**src/rtl/decode_pkg.sv**
```systemverilog
// rtl/decode_pkg.sv - shared types, opcodes and helpers for the RISC-V decode stage
package decode_pkg;

    typedef enum logic [3:0] {
        ALU_NONE  = 4'd0,
        ALU_ADD   = 4'd1,
        ALU_SUB   = 4'd2,
        ALU_MUL   = 4'd3,
        ALU_DIV   = 4'd4,
        ALU_XOR   = 4'd5,
        ALU_AND   = 4'd6,
        ALU_OR    = 4'd7,
        ALU_SLL   = 4'd8,
        ALU_SRL   = 4'd9,
        ALU_SRA   = 4'd10,
        ALU_SLT   = 4'd11,
        ALU_SLTU  = 4'd12,
        ALU_REM   = 4'd13,
        ALU_PASSB = 4'd14
    } alu_op_t;

    localparam logic [6:0] OP        = 7'b0110011;
    localparam logic [6:0] OP_IMM    = 7'b0010011;
    localparam logic [6:0] OP_32     = 7'b0111011;
    localparam logic [6:0] OP_IMM_32 = 7'b0011011;
    localparam logic [6:0] LOAD      = 7'b0000011;
    localparam logic [6:0] STORE     = 7'b0100011;
    localparam logic [6:0] BRANCH    = 7'b1100011;
    localparam logic [6:0] JAL       = 7'b1101111;
    localparam logic [6:0] JALR      = 7'b1100111;
    localparam logic [6:0] LUI       = 7'b0110111;
    localparam logic [6:0] AUIPC     = 7'b0010111;

    localparam logic [1:0] MEM_B = 2'd0;
    localparam logic [1:0] MEM_H = 2'd1;
    localparam logic [1:0] MEM_W = 2'd2;
    localparam logic [1:0] MEM_D = 2'd3;

    // Immediate is always carried at 64 bits; narrower datapaths keep the low XLEN bits.
    typedef struct packed {
        logic [4:0]  rd;
        logic [4:0]  rs1;
        logic [4:0]  rs2;
        logic [63:0] imm;
        alu_op_t     alu_op;
        logic        reg_write;
        logic        mem_read;
        logic        mem_write;
        logic [1:0]  mem_size;
        logic        mem_unsigned;
        logic        branch;
        logic        jump;
        logic        word_op;
        logic        illegal;
    } decoded_t;

    function automatic alu_op_t base_alu(input logic [2:0] f3);
        case (f3)
            3'd0:    return ALU_ADD;
            3'd1:    return ALU_SLL;
            3'd2:    return ALU_SLT;
            3'd3:    return ALU_SLTU;
            3'd4:    return ALU_XOR;
            3'd5:    return ALU_SRL;
            3'd6:    return ALU_OR;
            default: return ALU_AND;
        endcase
    endfunction

endpackage

```
**src/rtl/decode_comb.sv**
```systemverilog
// rtl/decode_comb.sv - purely combinational RV32I/RV64I+M instruction word to decoded_t
module decode_comb
    import decode_pkg::*;
#(
    parameter int XLEN  = 64,
    parameter int M_EXT = 1
) (
    input  logic [31:0] instr,
    output decoded_t    dec
);

    localparam bit RV64 = (XLEN == 64);

    logic [6:0]  opc;
    logic [2:0]  f3;
    logic [6:0]  f7;
    logic [63:0] imm_i, imm_s, imm_b, imm_u, imm_j, imm_sh;
    logic        w_op, w_ok, sh_ok;
    logic        legal, use_rd, use_rs1, use_rs2;

    assign opc    = instr[6:0];
    assign f3     = instr[14:12];
    assign f7     = instr[31:25];
    assign imm_i  = {{52{instr[31]}}, instr[31:20]};
    assign imm_s  = {{52{instr[31]}}, instr[31:25], instr[11:7]};
    assign imm_b  = {{51{instr[31]}}, instr[31], instr[7], instr[30:25], instr[11:8], 1'b0};
    assign imm_u  = {{32{instr[31]}}, instr[31:12], 12'd0};
    assign imm_j  = {{43{instr[31]}}, instr[31], instr[19:12], instr[20], instr[30:21], 1'b0};
    assign imm_sh = {58'd0, instr[25:20]};

    // W-variants only exist on RV64, and shamt[5] only on full-width RV64 shifts.
    assign w_op  = (opc == OP_32) || (opc == OP_IMM_32);
    assign w_ok  = !w_op || RV64;
    assign sh_ok = !instr[25] || (RV64 && !w_op);

    always_comb begin
        dec     = '0;
        legal   = 1'b0;
        use_rd  = 1'b0;
        use_rs1 = 1'b0;
        use_rs2 = 1'b0;
        case (opc)
            LUI: begin
                legal = 1'b1; use_rd = 1'b1;
                dec.alu_op = ALU_PASSB; dec.imm = imm_u;
            end
            AUIPC: begin
                legal = 1'b1; use_rd = 1'b1;
                dec.alu_op = ALU_ADD; dec.imm = imm_u;
            end
            JAL: begin
                legal = 1'b1; use_rd = 1'b1;
                dec.alu_op = ALU_ADD; dec.imm = imm_j; dec.jump = 1'b1;
            end
            JALR: begin
                legal = (f3 == 3'd0); use_rd = 1'b1; use_rs1 = 1'b1;
                dec.alu_op = ALU_ADD; dec.imm = imm_i; dec.jump = 1'b1;
            end
            BRANCH: begin
                legal = (f3 != 3'd2) && (f3 != 3'd3); use_rs1 = 1'b1; use_rs2 = 1'b1;
                dec.alu_op = (f3[2:1] == 2'b11) ? ALU_SLTU : ALU_SUB;
                dec.imm = imm_b; dec.branch = 1'b1;
            end
            LOAD: begin
                legal = (f3 != 3'd7) && (RV64 || ((f3 != 3'd3) && (f3 != 3'd6)));
                use_rd = 1'b1; use_rs1 = 1'b1;
                dec.alu_op = ALU_ADD; dec.imm = imm_i; dec.mem_read = 1'b1;
                dec.mem_size = f3[1:0]; dec.mem_unsigned = f3[2];
            end
            STORE: begin
                legal = !f3[2] && (RV64 || (f3 != 3'd3)); use_rs1 = 1'b1; use_rs2 = 1'b1;
                dec.alu_op = ALU_ADD; dec.imm = imm_s; dec.mem_write = 1'b1;
                dec.mem_size = f3[1:0];
            end
            OP_IMM, OP_IMM_32: begin
                use_rd = 1'b1; use_rs1 = 1'b1;
                dec.word_op = w_op; dec.imm = imm_i; dec.alu_op = base_alu(f3);
                case (f3)
                    3'd0: legal = w_ok;
                    3'd1: begin
                        legal = w_ok && sh_ok && (instr[31:26] == 6'b000000);
                        dec.imm = imm_sh;
                    end
                    3'd5: begin
                        legal = w_ok && sh_ok &&
                                ((instr[31:26] == 6'b000000) || (instr[31:26] == 6'b010000));
                        dec.imm = imm_sh;
                        if (instr[30]) dec.alu_op = ALU_SRA;
                    end
                    default: legal = !w_op;
                endcase
            end
            OP, OP_32: begin
                use_rd = 1'b1; use_rs1 = 1'b1; use_rs2 = 1'b1;
                dec.word_op = w_op;
                if (f7 == 7'b0000000) begin
                    dec.alu_op = base_alu(f3);
                    legal = w_ok && (!w_op || (f3 == 3'd0) || (f3 == 3'd1) || (f3 == 3'd5));
                end else if (f7 == 7'b0100000) begin
                    dec.alu_op = (f3 == 3'd0) ? ALU_SUB : ALU_SRA;
                    legal = w_ok && ((f3 == 3'd0) || (f3 == 3'd5));
                end else if ((f7 == 7'b0000001) && (M_EXT != 0)) begin
                    // mulhu/divu/remu are the unsigned forms; mulhsu is resolved from funct3 downstream.
                    dec.alu_op = f3[2] ? (f3[1] ? ALU_REM : ALU_DIV) : ALU_MUL;
                    dec.mem_unsigned = f3[0] && (f3 != 3'd1);
                    legal = w_ok && (!w_op || (f3 == 3'd0) || f3[2]);
                end
            end
            default: legal = 1'b0;
        endcase
        dec.rd        = use_rd  ? instr[11:7]  : 5'd0;
        dec.rs1       = use_rs1 ? instr[19:15] : 5'd0;
        dec.rs2       = use_rs2 ? instr[24:20] : 5'd0;
        dec.reg_write = use_rd && (instr[11:7] != 5'd0);
        if (!legal) begin
            dec         = '0;
            dec.illegal = 1'b1;
        end
    end

endmodule

```
**src/rtl/decode_stage.sv**
```systemverilog
// rtl/decode_stage.sv - registered decode stage with 2-entry skid; DECODE_TRACE_EN adds a sim trace
module decode_stage
    import decode_pkg::*;
#(
    parameter int XLEN  = 64,
    parameter int M_EXT = 1
) (
    input  logic            clk,
    input  logic            reset,
    input  logic            in_valid,
    output logic            in_ready,
    input  logic [31:0]     in_instr,
    input  logic [XLEN-1:0] in_pc,
    output logic            out_valid,
    input  logic            out_ready,
    output logic [XLEN-1:0] out_pc,
    output logic [4:0]      out_rd,
    output logic [4:0]      out_rs1,
    output logic [4:0]      out_rs2,
    output logic [XLEN-1:0] out_imm,
    output logic [3:0]      out_alu_op,
    output logic            out_reg_write,
    output logic            out_mem_read,
    output logic            out_mem_write,
    output logic [1:0]      out_mem_size,
    output logic            out_mem_unsigned,
    output logic            out_branch,
    output logic            out_jump,
    output logic            out_word_op,
    output logic            out_illegal
);

    decoded_t        in_dec, m_dec, s_dec;
    logic [XLEN-1:0] m_pc, s_pc;
    logic            m_valid, s_valid;
    logic            accept, drain;

    decode_comb #(.XLEN(XLEN), .M_EXT(M_EXT)) u_decode_comb (
        .instr (in_instr),
        .dec   (in_dec)
    );

    assign in_ready = !s_valid;
    assign accept   = in_valid && in_ready;
    assign drain    = m_valid && out_ready;

    // M is the visible slot; S only fills when M is stalled, so FIFO order is M then S.
    always_ff @(posedge clk or negedge reset) begin
        if (!reset) begin
            m_valid <= 1'b0;
            s_valid <= 1'b0;
            m_dec   <= '0;
            s_dec   <= '0;
            m_pc    <= '0;
            s_pc    <= '0;
        end else if (drain) begin
            if (s_valid) begin
                m_dec   <= s_dec;
                m_pc    <= s_pc;
                s_valid <= 1'b0;
            end else if (accept) begin
                m_dec <= in_dec;
                m_pc  <= in_pc;
            end else begin
                m_valid <= 1'b0;
            end
        end else if (accept) begin
            if (!m_valid) begin
                m_valid <= 1'b1;
                m_dec   <= in_dec;
                m_pc    <= in_pc;
            end else begin
                s_valid <= 1'b1;
                s_dec   <= in_dec;
                s_pc    <= in_pc;
            end
        end
    end

    assign out_valid        = m_valid;
    assign out_pc           = m_pc;
    assign out_rd           = m_dec.rd;
    assign out_rs1          = m_dec.rs1;
    assign out_rs2          = m_dec.rs2;
    assign out_imm          = m_dec.imm[XLEN-1:0];
    assign out_alu_op       = m_dec.alu_op;
    assign out_reg_write    = m_dec.reg_write;
    assign out_mem_read     = m_dec.mem_read;
    assign out_mem_write    = m_dec.mem_write;
    assign out_mem_size     = m_dec.mem_size;
    assign out_mem_unsigned = m_dec.mem_unsigned;
    assign out_branch       = m_dec.branch;
    assign out_jump         = m_dec.jump;
    assign out_word_op      = m_dec.word_op;
    assign out_illegal      = m_dec.illegal;

`ifdef DECODE_TRACE_EN
    logic [31:0] m_instr, s_instr;

    always_ff @(posedge clk or negedge reset) begin
        if (!reset) begin
            m_instr <= '0;
            s_instr <= '0;
        end else begin
            if (drain) m_instr <= s_valid ? s_instr : in_instr;
            else if (accept && !m_valid) m_instr <= in_instr;
            if (accept && m_valid && !drain) s_instr <= in_instr;
        end
    end

    function automatic string mnemonic(input logic [31:0] i, input decoded_t d);
        if (d.illegal) return "illegal";
        if (i == 32'h00000013) return "nop";
        if (i == 32'h00008067) return "ret";
        if (i[6:0] == OP_IMM && i[14:12] == 3'd0)
            return (i[31:20] == 12'd0) ? "mv" : ((i[19:15] == 5'd0) ? "li" : "addi");
        if (i[6:0] == OP_IMM && i[14:12] == 3'd4 && i[31:20] == 12'hfff) return "not";
        if (i[6:0] == OP && i[31:25] == 7'b0100000 && i[14:12] == 3'd0 && i[19:15] == 5'd0)
            return "neg";
        if (i[6:0] == OP_IMM_32 && i[14:12] == 3'd0 && i[31:20] == 12'd0) return "sext.w";
        if (i[6:0] == JAL && i[11:7] == 5'd0) return "j";
        if (i[6:0] == BRANCH && i[14:12] == 3'd0 && i[24:20] == 5'd0) return "beqz";
        return $sformatf("%s%s", d.alu_op.name(), d.word_op ? "w" : "");
    endfunction

    always @(posedge clk) begin
        if (reset && out_valid && out_ready)
            $display("%h: %s rd=x%0d rs1=x%0d rs2=x%0d imm=%0d", m_pc,
                     mnemonic(m_instr, m_dec), m_dec.rd, m_dec.rs1, m_dec.rs2,
                     $signed(out_imm));
    end
`endif

endmodule

```
**config.mk**
```make
export PLATFORM = sky130hd
export DESIGN_NAME = decode_stage
export DESIGN_NICKNAME = d
export VERILOG_FILES = /design/src/rtl/decode_pkg.sv /design/src/rtl/decode_comb.sv /design/src/rtl/decode_stage.sv
export SDC_FILE = /design/constraint.sdc
export NUM_CORES = 1
export LEC_CHECK = 0
export BUFFER_PORTS_ARGS = -buffer_cell sky130_fd_sc_hd__buf_2
export CAP_MARGIN = 20
export CORE_AREA = 2 2 212 214
export CTS_CLUSTER_DIAMETER = 60
export DETAILED_ROUTE_END_ITERATION = 7
export DIE_AREA = 0 0 214 216
export SYNTH_ARGS = -nofsm -noshare
export SYNTH_HDL_FRONTEND = slang
export SYNTH_SLANG_ARGS = --single-unit
```
**constraint.sdc**
```tcl
create_clock -name clk -period 2.4 [get_ports clk]
set_input_delay 0.24 -clock clk [delete_from_list [all_inputs] [get_ports clk]]
set_output_delay 0.24 -clock clk [all_outputs]
set_load 0.01 [all_outputs]
```
; ---- Yosys cells after proc, flatten, opt, wreduce, memory -nomap -nowiden
; Cells that the tools add are included.
[word_totals]
ff_bits = 316
inputBits = 100
wordCells = 156
[classes]
eq_ne = 28
muxes = 52
bitwise = 1
n_reduce_logical = 43
[op_table]
columns = cell, n
row1 = 2-to-1 mux 93 bit, 6
row2 = 2-to-1 mux 64 bit, 6
row3 = one-hot mux 64 bit (6 select lines), 1
row4 = 2-to-1 mux 4 bit, 9
row5 = "equality test 7 x 6 -> 1 bit, second input constant", 5
row6 = one-hot mux 4 bit (7 select lines), 1
row7 = "equality test 7 x 5 -> 1 bit, second input constant", 3
row8 = "equality test 7 bit, second input constant", 3
row9 = 2-to-1 mux 1 bit, 21
row10 = one-hot mux 4 bit (5 select lines), 1
row11 = 2-to-1 mux 5 bit, 3
row12 = OR reduction 2 bit, 7
row13 = "equality test 3 bit, second input constant", 3
row14 = AND reduction 3 bit, 3
row15 = OR reduction 9 bit, 1
row16 = logical OR 1 bit, 8
row17 = OR reduction 4 bit, 2
row18 = OR reduction 8 bit, 1
row19 = "equality test 7 x 1 -> 1 bit, second input constant", 1
row20 = "equality test 7 x 2 -> 1 bit, second input constant", 1
row21 = logical AND 1 bit, 7
row22 = logical NOT 7 bit, 1
row23 = one-hot mux 1 bit (7 select lines), 1
row24 = "equality test 3 x 2 -> 1 bit, second input constant", 2
row25 = other kinds (20), 27

; ---- Depth between registers and ports, before layout
; Gate-level depths: netlist of run 1.
[logic_depth]
depth_word = 13
mapped_depth = 8

; ---- Modules after synthesis
; From an unflattened synthesis of run 1, not the netlist that was laid out.
[unflattened]
cells_unflattened = 1684
hier_area_um2 = 16544.6
[modules_own_cells]
columns = module, instances, cells_each, area_per_inst_um2, seq_area_each_um2
row1 = decode_stage, 1, 1427, 15033.2, 7907.6
row2 = decode_comb, 1, 257, 1511.4, 0.0

; ---- Worst setup path before layout of run 1
; Ideal clock, no wire load.
[synth_timing]
path_type = register to register
from = register m_valid, in the netlist out_valid
to = register m_dec, in the netlist out_imm[62]
setup_time_ns = 0.078
t_arrival_ns = 1.882
required_time_ns = 2.322
slack_ns = 0.440
path_stages_with_launch = 9
path_buffers = 3
synth_period_minus_slack_ns = 1.960
path_cell_list = dfrtp_1 inv_1 mux2i_1 o21a_1 clkbuf_1 clkbuf_1 clkbuf_1 nor2_1 a21oi_1
[synth_via]
elab_chain_cells = 3
elab_cells_between_ends = 5
[synth_rtl]
columns = element, line_no
row1 = from (decl), decode_stage.sv:35  ; logic m_valid, s_valid;
row2 = from (signal assigned), decode_stage.sv:50  ; m_valid <= 1'b0;
row3 = from (signal assigned), decode_stage.sv:65  ; m_valid <= 1'b0;
row4 = from (signal assigned), decode_stage.sv:69  ; m_valid <= 1'b1;
row5 = logical AND 1 bit, decode_stage.sv:45  ; assign drain = m_valid && out_ready;
row6 = inequality test 2 x 1 -> 1 bit (no source line) or nonzero test 2 bit (tied branches), n/a
row7 = AND reduction 3 bit (no source line), n/a
row8 = to (signal assigned), decode_stage.sv:62  ; m_dec <= in_dec;
row9 = to (signal assigned), decode_stage.sv:70  ; m_dec <= in_dec;
row10 = to (decl), decode_stage.sv:33  ; decoded_t in_dec, m_dec, s_dec;
; Several ways; a longest one is shown, not always the timed one.
; A chain may end at the register's enable or synchronous reset.

; ---- Worst setup path after layout of run 1
[layout_timing]
from = input in_instr[29]
to = register m_dec, in the netlist out_imm[11]
[layout_via]
elab_chain_cells = 9
elab_cells_between_ends = 19
[layout_rtl]
columns = element, line_no
row1 = from (decl), decode_stage.sv:12  ; input logic [31:0] in_instr,
row2 = equality test 7 x 1 -> 1 bit (tied with other cells), decode_comb.sv:102  ; end else if ((f7 == 7'b0000001) && (M_EXT != 0)) begin
row3 = 2-to-1 mux 1 bit or logical OR 1 bit (tied branches), "decode_comb.sv:102, decode_comb.sv:86"
row4 = 2-to-1 mux 1 bit or logical AND 1 bit (tied branches), "decode_comb.sv:99, decode_comb.sv:85"
row5 = 2-to-1 mux 1 bit or one-hot mux 1 bit (3 select lines) (tied branches), "decode_comb.sv:96, decode_comb.sv:78"
row6 = one-hot mux 1 bit (7 select lines) *, decode_comb.sv:42  ; case (opc)
row7 = 2-to-1 mux 93 bit *, decode_comb.sv:115  ; if (!legal) begin
row8 = "2-to-1 mux 93 bit, on equally long branches", "decode_stage.sv:68, decode_stage.sv:61"
row9 = "2-to-1 mux 93 bit, on equally long branches", "decode_stage.sv:67, decode_stage.sv:57"
row10 = 2-to-1 mux 93 bit *, decode_stage.sv:56  ; end else if (drain) begin
; Mark *: on every way between the ends. The rest lies on a longest branch, timed or not. The select of a mux whose other input is x is not followed.

==> metrics.sh, run 1 <==
CTS_BUFFER_DEPTH=3
DRIVE_ABOVE_1_SHARE_PCT=24.44
DPL.HPWL_MM=23.69
REPORT.FINAL.HOLD_VIOL_COUNT=0
POSTSYNTH.ASYNCRESETSHARE_PCT=100.0
R2R_START='s_valid$_DFFE_PN0P_'
WORST-SETUP-PATH-TYPE='primary input to flop'
CLKSLEWWORSTSETUPHOLDPATHS_NS=0.06
SYNTH_FP_NETS=1350
DRT.ANTENNA.VIOLATING_NETS=0
MIN_PATH_TYPE='primary input to flop'
STANDARD_CELL_ROW_COUNT=77
LARGEST_NET_DEGREE_AT_THE_START_OF_GLOBAL_ROUTING=74
TIGHTEST_HOLD_MARGIN_NS=0.02337
NUMBER_OF_GLOBAL_ROUTE_VIAS_BEFORE_REPAIR=9985
NETS=1651
CRIT_PATH_FREQUENT_CELL='sky130_fd_sc_hd__buf_4'
INITIAL_CORE_UTILIZATION_PCT=25.82
CPMAXSTAGEDELAYCELL='sky130_fd_sc_hd__or4_1'
INITIALDRTVIOLATIONCOUNT=949
POST_SYNTH.CELL_AREA_AVG_UM2=9.055
DRC=0
POWER.STATIC_LEAKAGE_nW=7.121
WORSTPATHREQUIRED_NS=2.85
CRITICAL_PATH.ENDPOINT_TYPE='flop'
SYNTH.YOSYS.SEQ_AREA_SHARE_PCT=55.72
POST-ROUTE-PERIOD-UTIL_PCT=95.20
NUMBER_OF_SYNTHESIZED_FLOPS_WITH_AN_ENABLE_PIN=0
GLOBALROUTETOTALUTIL_PCT=15.51
WORST-SLEW-PIN-TRANSITION_NS=0.8196
SYN-INSTANCE-COUNT=1250
FINAL_MAX_SLEW_VIOL_COUNT=0
FINALWIRELENGTH_MM=36.19
PERIOD_NEEDED_NS=2.285
AREA_GROW_SYN2LAYOUT_PCT=34.52
DRV.MAX_CAP_VIOLATION_COUNT=0
POSTCTSSETUPBUFFERS=0
CELLPOWERDENSITY_nW_PER_UM2=1125
NUMCTSBUFFERS=35
OVERALL_OVERFLOW_REMAINING_AFTER_GLOBAL_ROUTE=0
WORST_IR_DROP_VDD_mV=0.5321
CTS_NUM_SINKS=252
MIN_DELAY_SRC='in_instr[19]'
CRITICAL_PATH.STARTPOINT='in_instr[29]'
MOST_FREQUENT_CELLS_IN_THE_LAYOUT='sky130_fd_sc_hd__nand2_1 (375), sky130_fd_sc_hd__buf_2 (257), sky130_fd_sc_hd__dfrtp_1 (252)'
FIN_AREA_UM2=15230
CHIPHEIGHT_UM=216
ANTENNA_FOUND_INITIAL=1
GPL.FINAL_WEIGHTED_CONGESTION=0.8734
VIAS_PER_CELL=4.771
YS_SEQ_ELEMENTS=252
CRITICAL-PATH-TOP-DELAY-FAMILY='buffers and inverters'
STATUS='finished clean'
CRITICAL_PATH.CELL_CHAIN='dlygate4sd3_1 -> buf_2 -> or4_1 -> nor3_2 -> o221ai_2 -> a31oi_4 -> buf_4 -> nand2_2 -> buf_4 -> o21ai_0'
TIMING.MAX_SLEW.REL_SLACK_PCT=45.36
CRIT_BUF_INV=4
MULTIINPUTGATEAREA_UM2=4387
FIN_SKEW_NS=0.01784
CRITICAL_PATH.MAX_STAGE_DELAY_NS=0.61
CLK_LATENCY_NS=0.54
WORST-ENDPOINT-ARRIVAL_NS=2.74
ROUTED-VIA-COUNT=10338
CLOCK-ROOT-BUFFER='sky130_fd_sc_hd__clkbuf_16'
TIMING.FMAX_MHz=437.7
SETUP_VIOL=0
TIMING.CRITICAL_PATH.FANOUT_MAX=24
PORTBUFFERS=258
CTS_TREE='done'
FP.COREAREA_UM2=43840
FIRSTDRTPASSITERS=7
FINAL-SEQ-AREA_UM2=6306
NUM_ANTENNA_CELLS=0
SYNTH_FF_TYPE='sky130_fd_sc_hd__dfrtp_1'
GRT_FIRST_PASS_WIRELENGTH_MM=57.62
H-TREE-DEPTH=2
YOSYSWARNINGS=0
MAPPEDNETLISTAREA_UM2=11320
WL_PER_CELL_UM=16.70
MOSTFREQUENTLAYOUTCELL='sky130_fd_sc_hd__nand2_1'
FULL_DIE_AREA_UM2=46220
IO_PINS=259
CRITPATHLAUNCHTYPE='primary input'
FILLERS=4448
FLOORPLAN.DIE.WIDTH_UM=214
UNIQUE_CELL_TYPE_COUNT_IN_THE_YOSYS_NETLIST=59
DPL_CELL_AREA_UM2=13290
[synthesized netlist by cell type, types with 3 or more instances]
cell	instances	share of area (%)
sky130_fd_sc_hd__nand2_1	375	12
sky130_fd_sc_hd__dfrtp_1	252	56
sky130_fd_sc_hd__nor2_1	114	3.8
sky130_fd_sc_hd__clkbuf_1	70	2.3
sky130_fd_sc_hd__a31oi_1	68	3.8
sky130_fd_sc_hd__a21oi_1	58	2.6
sky130_fd_sc_hd__o21ai_0	45	2.0
sky130_fd_sc_hd__buf_4	32	2.1
sky130_fd_sc_hd__a22oi_1	25	1.7
sky130_fd_sc_hd__a32oi_1	23	1.8
sky130_fd_sc_hd__o21ai_1	21	0.93
sky130_fd_sc_hd__a32o_1	17	1.5
sky130_fd_sc_hd__a22o_1	15	1.2
sky130_fd_sc_hd__nor3_1	13	0.57
sky130_fd_sc_hd__buf_2	10	0.44
sky130_fd_sc_hd__nand3_1	10	0.44
sky130_fd_sc_hd__nand2b_1	8	0.44
sky130_fd_sc_hd__a221oi_1	7	0.54
sky130_fd_sc_hd__nor2b_1	7	0.39
sky130_fd_sc_hd__buf_1	6	0.20
sky130_fd_sc_hd__inv_1	6	0.20
sky130_fd_sc_hd__buf_6	5	0.50
sky130_fd_sc_hd__a21o_1	4	0.27
sky130_fd_sc_hd__nand3b_1	4	0.27
sky130_fd_sc_hd__and2_1	3	0.17
sky130_fd_sc_hd__nand2_2	3	0.17
sky130_fd_sc_hd__nor3b_1	3	0.20
sky130_fd_sc_hd__o21a_1	3	0.20
sky130_fd_sc_hd__or4_1	3	0.20
[cell families (layout without fill, tap and decap cells)]
| kind of cell | Yosys count | after routing | synth area share (%) |
|---|---|---|---|
| flops | 252 | 252 | 55.72 |
| compound gates | 305 | 305 | 18.02 |
| mux | 3 | 3 | 0.2764 |
| simple gates | 558 | 558 | 20.03 |
| buf+inv | 131 | 456 | 5.870 |
| fa+ha+maj | 1 | 1 | 0.08844 |
[path summary, 6_finish.rpt]
kind	to	slack [ns]	depth (start not counted)
min in group asynchronous	out_rs1[4]$_DFFE_PN0P_	0.29	2
max reg2reg	out_pc[1]$_DFFE_PN0P_	0.30	5
max in group asynchronous	out_pc[37]$_DFFE_PN0P_	1.34	3
min reg2reg	s_pc[15]$_DFFE_PN0P_	0.47	2
max	out_imm[11]$_DFFE_PN0P_	0.12	10
min	s_dec[87]$_DFFE_PN0P_	0.02	2
[where the power goes]
group | switching, mW | total (mW) | internal, mW
clock network | 1.98 | 5.12 | 3.14
logic | 3.45 | 5.53 | 2.09
registers | 0.815 | 6.47 | 5.65
[flip-flops by register name, indices dropped and copies added (netlist names), 2 cells and up]
name,cells
out_pc,64
out_rd,5
out_alu_op,4
s_pc,64
s_dec,61
out_mem_size,2
out_rs2,5
out_imm,32
out_rs1,5
[metal layers]
| metal | track usage, % | vias up | share of wire [%] |
|---|---|---|---|
| met4 | 4.172 | 2 | 1.8 |
| met2 | 24.91 | 380 | 47 |
| met5 | 0 | - | 0.036 |
| met1 | 20.91 | 5022 | 44 |
| met3 | 3.679 | 49 | 7.1 |
| li1 | - | 4885 | - |
[final cells by class]
class | instances | area share (%)
clock buffers | 47 | 6.517
repair buffers | 389 | 17.17
inverters | 6 | 0.1479
clock inverters | 14 | 1.068
well taps | 592 | 4.865
flip-flops and latches | 252 | 41.42
multi-input cells | 867 | 28.81
[stage by stage]
step | setup WS (ns) | cells | power, mW | setup TNS (ns) | utilization (%)
final | 0.1152 | 2167 | 17.12 | 0 | 34.73
after global routing | -0.005919 | 2167 | 18.31 | -0.005919 | 34.73
after CTS | 0.1398 | 2167 | 17.38 | 0 | 34.72
after detailed placement | 0.1134 | 2029 | 12.05 | 0 | 30.32
after global placement | 0.1522 | 2029 | 11.90 | 0 | 30.32
after floorplan | 0.4400 | 1250 | 9.869 | 0 | -
[worst reg2reg max path: stages (launching register included)]
cell	delay (ns)
sky130_fd_sc_hd__dfrtp_1	0.51
sky130_fd_sc_hd__inv_1	0.16
sky130_fd_sc_hd__nor3_2	0.27
sky130_fd_sc_hd__buf_4	0.68
sky130_fd_sc_hd__nand2_1	0.17
sky130_fd_sc_hd__a31oi_1	0.22
[timing repair]
| item | in CTS | in global routing |
|---|---|---|
| resized for setup | 0 | 2 |
| hold buffers | 77 | 0 |
| hold endpoints to repair | 206 | 0 |
| setup endpoints to repair | 0 | 3 |
Power figures use the tool's default switching activity.
==> run 2: changes to the inputs <==
--- a/config.mk
+++ b/config.mk
@@ -5,7 +5,7 @@
 export SDC_FILE = /design/constraint.sdc
 export NUM_CORES = 1
 export LEC_CHECK = 0
-export BUFFER_PORTS_ARGS = -buffer_cell sky130_fd_sc_hd__buf_2
+export BUFFER_PORTS_ARGS = -buffer_cell sky130_fd_sc_hd__buf_4
 export CAP_MARGIN = 20
 export CORE_AREA = 2 2 212 214
 export CTS_CLUSTER_DIAMETER = 60
==> run 2 against run 1 <==
Compared with the run above:
- flip-flop and latch count is the same
- core utilization is 1.5 points higher
- routed wire length down 0.28%
- sequential share of layout area decreased by 1.7 points
- register-to-register slack worse by 0.03 ns
- via count is 0.64% lower
- cell area rose by 4.4%
- clock power grew 7.6%
- worst hold slack improved by 0.0099 ns
- final cell count is 0.55% lower
- largest cell class unchanged
==> metrics.sh, run 2 (synthesis results as in run 1) <==
STATUS='finished clean'  # unchanged
MOST_FREQUENT_CELLS_IN_THE_LAYOUT='sky130_fd_sc_hd__nand2_1 (375), sky130_fd_sc_hd__buf_4 (277), sky130_fd_sc_hd__dfrtp_1 (252)'  # was sky130_fd_sc_hd__nand2_1 (375), sky130_fd_sc_hd__buf_2 (257), sky130_fd_sc_hd__dfrtp_1 (252)
PERIOD_NEEDED_NS=2.273  # was 2.285 ns
CRITPATHLAUNCHTYPE='primary input'  # unchanged
SETUP_VIOL=0  # unchanged
NUMBER_OF_GLOBAL_ROUTE_VIAS_BEFORE_REPAIR=9844  # was 9,985
LAYOUT_SETUP_WS_NS=0.1269  # was 0.1152 ns
REPORT.FINAL.HOLD_VIOL_COUNT=0  # unchanged
RSZ0062_AT_GRT='false'
DPL_CELL_AREA_UM2=13770  # was 13,290 um2
FULL_DIE_AREA_UM2=46220  # unchanged
FIRSTDRTPASSITERS=5  # was 7
STANDARD_CELL_ROW_COUNT=77  # unchanged
H-TREE-DEPTH=2  # unchanged
TIMING.FMAX_MHz=439.9  # was 437.7 MHz
TIMING.MAX_SLEW.REL_SLACK_PCT=35.54  # was 45.36%
CRITICAL-PATH-TOP-DELAY-FAMILY='buffers and inverters'  # unchanged
WL_PER_CELL_UM=16.75  # was 16.70 um
NETS=1638  # was 1,651
LARGEST_NET_DEGREE_AT_THE_START_OF_GLOBAL_ROUTING=71  # was 74
DRC=0  # unchanged
POWER.STATIC_LEAKAGE_nW=7.313  # was 7.121 nW
DP_WORST_SETUP_SLACK_NS=0.06805  # was 0.1134 ns
GRT_FIRST_PASS_WIRELENGTH_MM=56.90  # was 57.62 mm
WORST-SETUP-PATH-TYPE='primary input to flop'  # unchanged
INITIALDRTVIOLATIONCOUNT=998  # was 949
FLOORPLAN.DIE.WIDTH_UM=214  # unchanged
WORSTPATHREQUIRED_NS=2.84  # was 2.85 ns
FINALSETUPTNS_NS=0  # unchanged
PLACE.DETAILED.INSTANCES=2007  # was 2,029
TIGHTEST_HOLD_MARGIN_NS=0.03327  # was 0.02337 ns
MOSTFREQUENTLAYOUTCELL='sky130_fd_sc_hd__nand2_1'  # unchanged
CRITICAL_PATH.MAX_STAGE_DELAY_NS=0.59  # was 0.61 ns
DPL.HPWL_MM=23.20  # was 23.69 mm
DRV.MAX_CAP_VIOLATION_COUNT=0  # unchanged
GLOBALROUTETOTALUTIL_PCT=15.34  # was 15.51%
SWITCHING_POWER_mW=6.386  # was 6.240 mW
CTS_BUFFER_DEPTH=3  # unchanged
SHARE_SEQ_OF_TOTAL_POWER_PCT=35.8  # was 37.8%
PWR-SHARE-COMB_PCT=33.9  # was 32.3%
FINAL_MAX_SLEW_VIOL_COUNT=0  # unchanged
POWER_REPORT.INTERNAL_TOTAL_mW=11.83  # was 10.88 mW
CRITICAL_PATH.CELL_CHAIN='dlygate4sd3_1 -> buf_4 -> or4_1 -> nor2_1 -> o311ai_2 -> a31oi_4 -> buf_8 -> a32oi_1 -> a21oi_1'  # was dlygate4sd3_1 -> buf_2 -> or4_1 -> nor3_2 -> o221ai_2 -> a31oi_4 -> buf_4 -> nand2_2 -> buf_4 -> o21ai_0
NUMCTSBUFFERS=37  # was 35
DRIVE_ABOVE_1_SHARE_PCT=23.54  # was 24.44%
VIAS_PER_CELL=4.767  # was 4.771
IO_PINS=259  # unchanged
CRIT_BUF_INV=3  # was 4
FIN_AREA_UM2=15890  # was 15,230 um2
GPL.FINAL_WEIGHTED_CONGESTION=0.8449  # was 0.8734
CHIPHEIGHT_UM=216  # unchanged
TIMING.CRITICAL_PATH.FANOUT_MAX=18  # was 24
CTS_NUM_SINKS=252  # unchanged
DRT.ANTENNA.VIOLATING_NETS=0  # unchanged
POWER_FRAC_CLOCK_PCT=30.2  # was 29.9%
WORST-ENDPOINT-ARRIVAL_NS=2.72  # was 2.74 ns
MIN_PATH_TYPE='primary input to flop'  # unchanged
CPMAXSTAGEDELAYCELL='sky130_fd_sc_hd__or4_1'  # unchanged
POST-LAYOUT-TOTAL-POWER_mW=18.22  # was 17.12 mW
NUMBER_OF_STANDARD_CELLS_IN_THE_FINAL_LAYOUT_EXCLUDING_FILLERS=2155  # was 2,167
CLKSLEWWORSTSETUPHOLDPATHS_NS=0.05  # was 0.06 ns
FILLERS=4393  # was 4,448
POST-ROUTE-PERIOD-UTIL_PCT=94.71  # was 95.20%
OVERALL_OVERFLOW_REMAINING_AFTER_GLOBAL_ROUTE=0  # unchanged
AREA_GROW_SYN2LAYOUT_PCT=40.39  # was 34.52%
POWER.SHARE.SWITCHING_PCT=35.05  # was 36.44%
NUM_ANTENNA_CELLS=0  # unchanged
WORST-SLEW-PIN-TRANSITION_NS=0.9669  # was 0.8196 ns
CRITICAL_PATH.ENDPOINT_TYPE='flop'  # unchanged
PORTBUFFERS=258  # unchanged
INITIAL_CORE_UTILIZATION_PCT=25.82  # unchanged
FINALWIRELENGTH_MM=36.09  # was 36.19 mm
CELLPOWERDENSITY_nW_PER_UM2=1146  # was 1125 nW/um2
ROUTED-VIA-COUNT=10272  # was 10,338
FIN_SKEW_NS=0.01096  # was 0.01784 ns
FP.COREAREA_UM2=43840  # unchanged
WORST_IR_DROP_VDD_mV=0.5047  # was 0.5321 mV
FINALCOREUTILIZATION_PCT=36.25  # was 34.73%
CLOCK-ROOT-BUFFER='sky130_fd_sc_hd__clkbuf_16'  # unchanged
CTS_TREE='done'  # unchanged
CLK_LATENCY_NS=0.53  # was 0.54 ns
ANTENNA_FOUND_INITIAL=0  # was 1
-- run 2: area by class of cell --
cell class | instances | area (um2) | share of cell area, %
tap | 592 | 740.7 | 4.661
multi-input combinational | 867 | 4397 | 27.67
inverter | 6 | 22.52 | 0.1417
clock inverter | 14 | 165.2 | 1.039
timing repair buffer | 374 | 3162 | 19.90
sequential | 252 | 6306 | 39.69
clock buffer | 50 | 1097 | 6.906
-- run 2: power by group through the flow --
stage	combinational [mW]	sequential [mW]	clock (mW)
after CTS	6.29	6.55	5.67
after global placement	6.07	6.56	0
after floorplan	3.07	6.80	0
final	6.18	6.53	5.51
after detailed placement	6.17	6.60	0
after global routing	6.83	6.74	5.83
-- run 2: worst paths after layout --
path	end	slack, ns	cells after the start	start
hold reg to reg	s_dec[7]$_DFFE_PN0P_	0.47	2	s_dec[7]$_DFFE_PN0P_
setup reg to reg	out_pc[61]$_DFFE_PN0P_	0.27	5	s_valid$_DFFE_PN0P_
max in group asynchronous	s_pc[19]$_DFFE_PN0P_	1.37	3	reset
min in group asynchronous	out_rs2[2]$_DFFE_PN0P_	0.25	2	reset
setup / recovery	out_rd[2]$_DFFE_PN0P_	0.13	9	in_instr[29]
hold / removal	s_dec[82]$_DFFE_PN0P_	0.03	2	in_instr[24]
-- run 2: what timing repair did --
action | CTS | global route
resized for setup | 0 | 6
hold buffers | 84 | 0
endpoints found under the setup margin | 0 | 47
endpoints found under the hold margin | 213 | 0
buffers inserted | 0 | 0
-- run 2: per-layer routing --
layer | vias up | track usage, % | share of wire [%]
li1 | 4854 | - | -
met1 | 4967 | 20.61 | 44
met2 | 379 | 23.78 | 46
met3 | 72 | 4.397 | 7.5
met4 | 0 | 4.918 | 2.6
met5 | - | 0 | 0
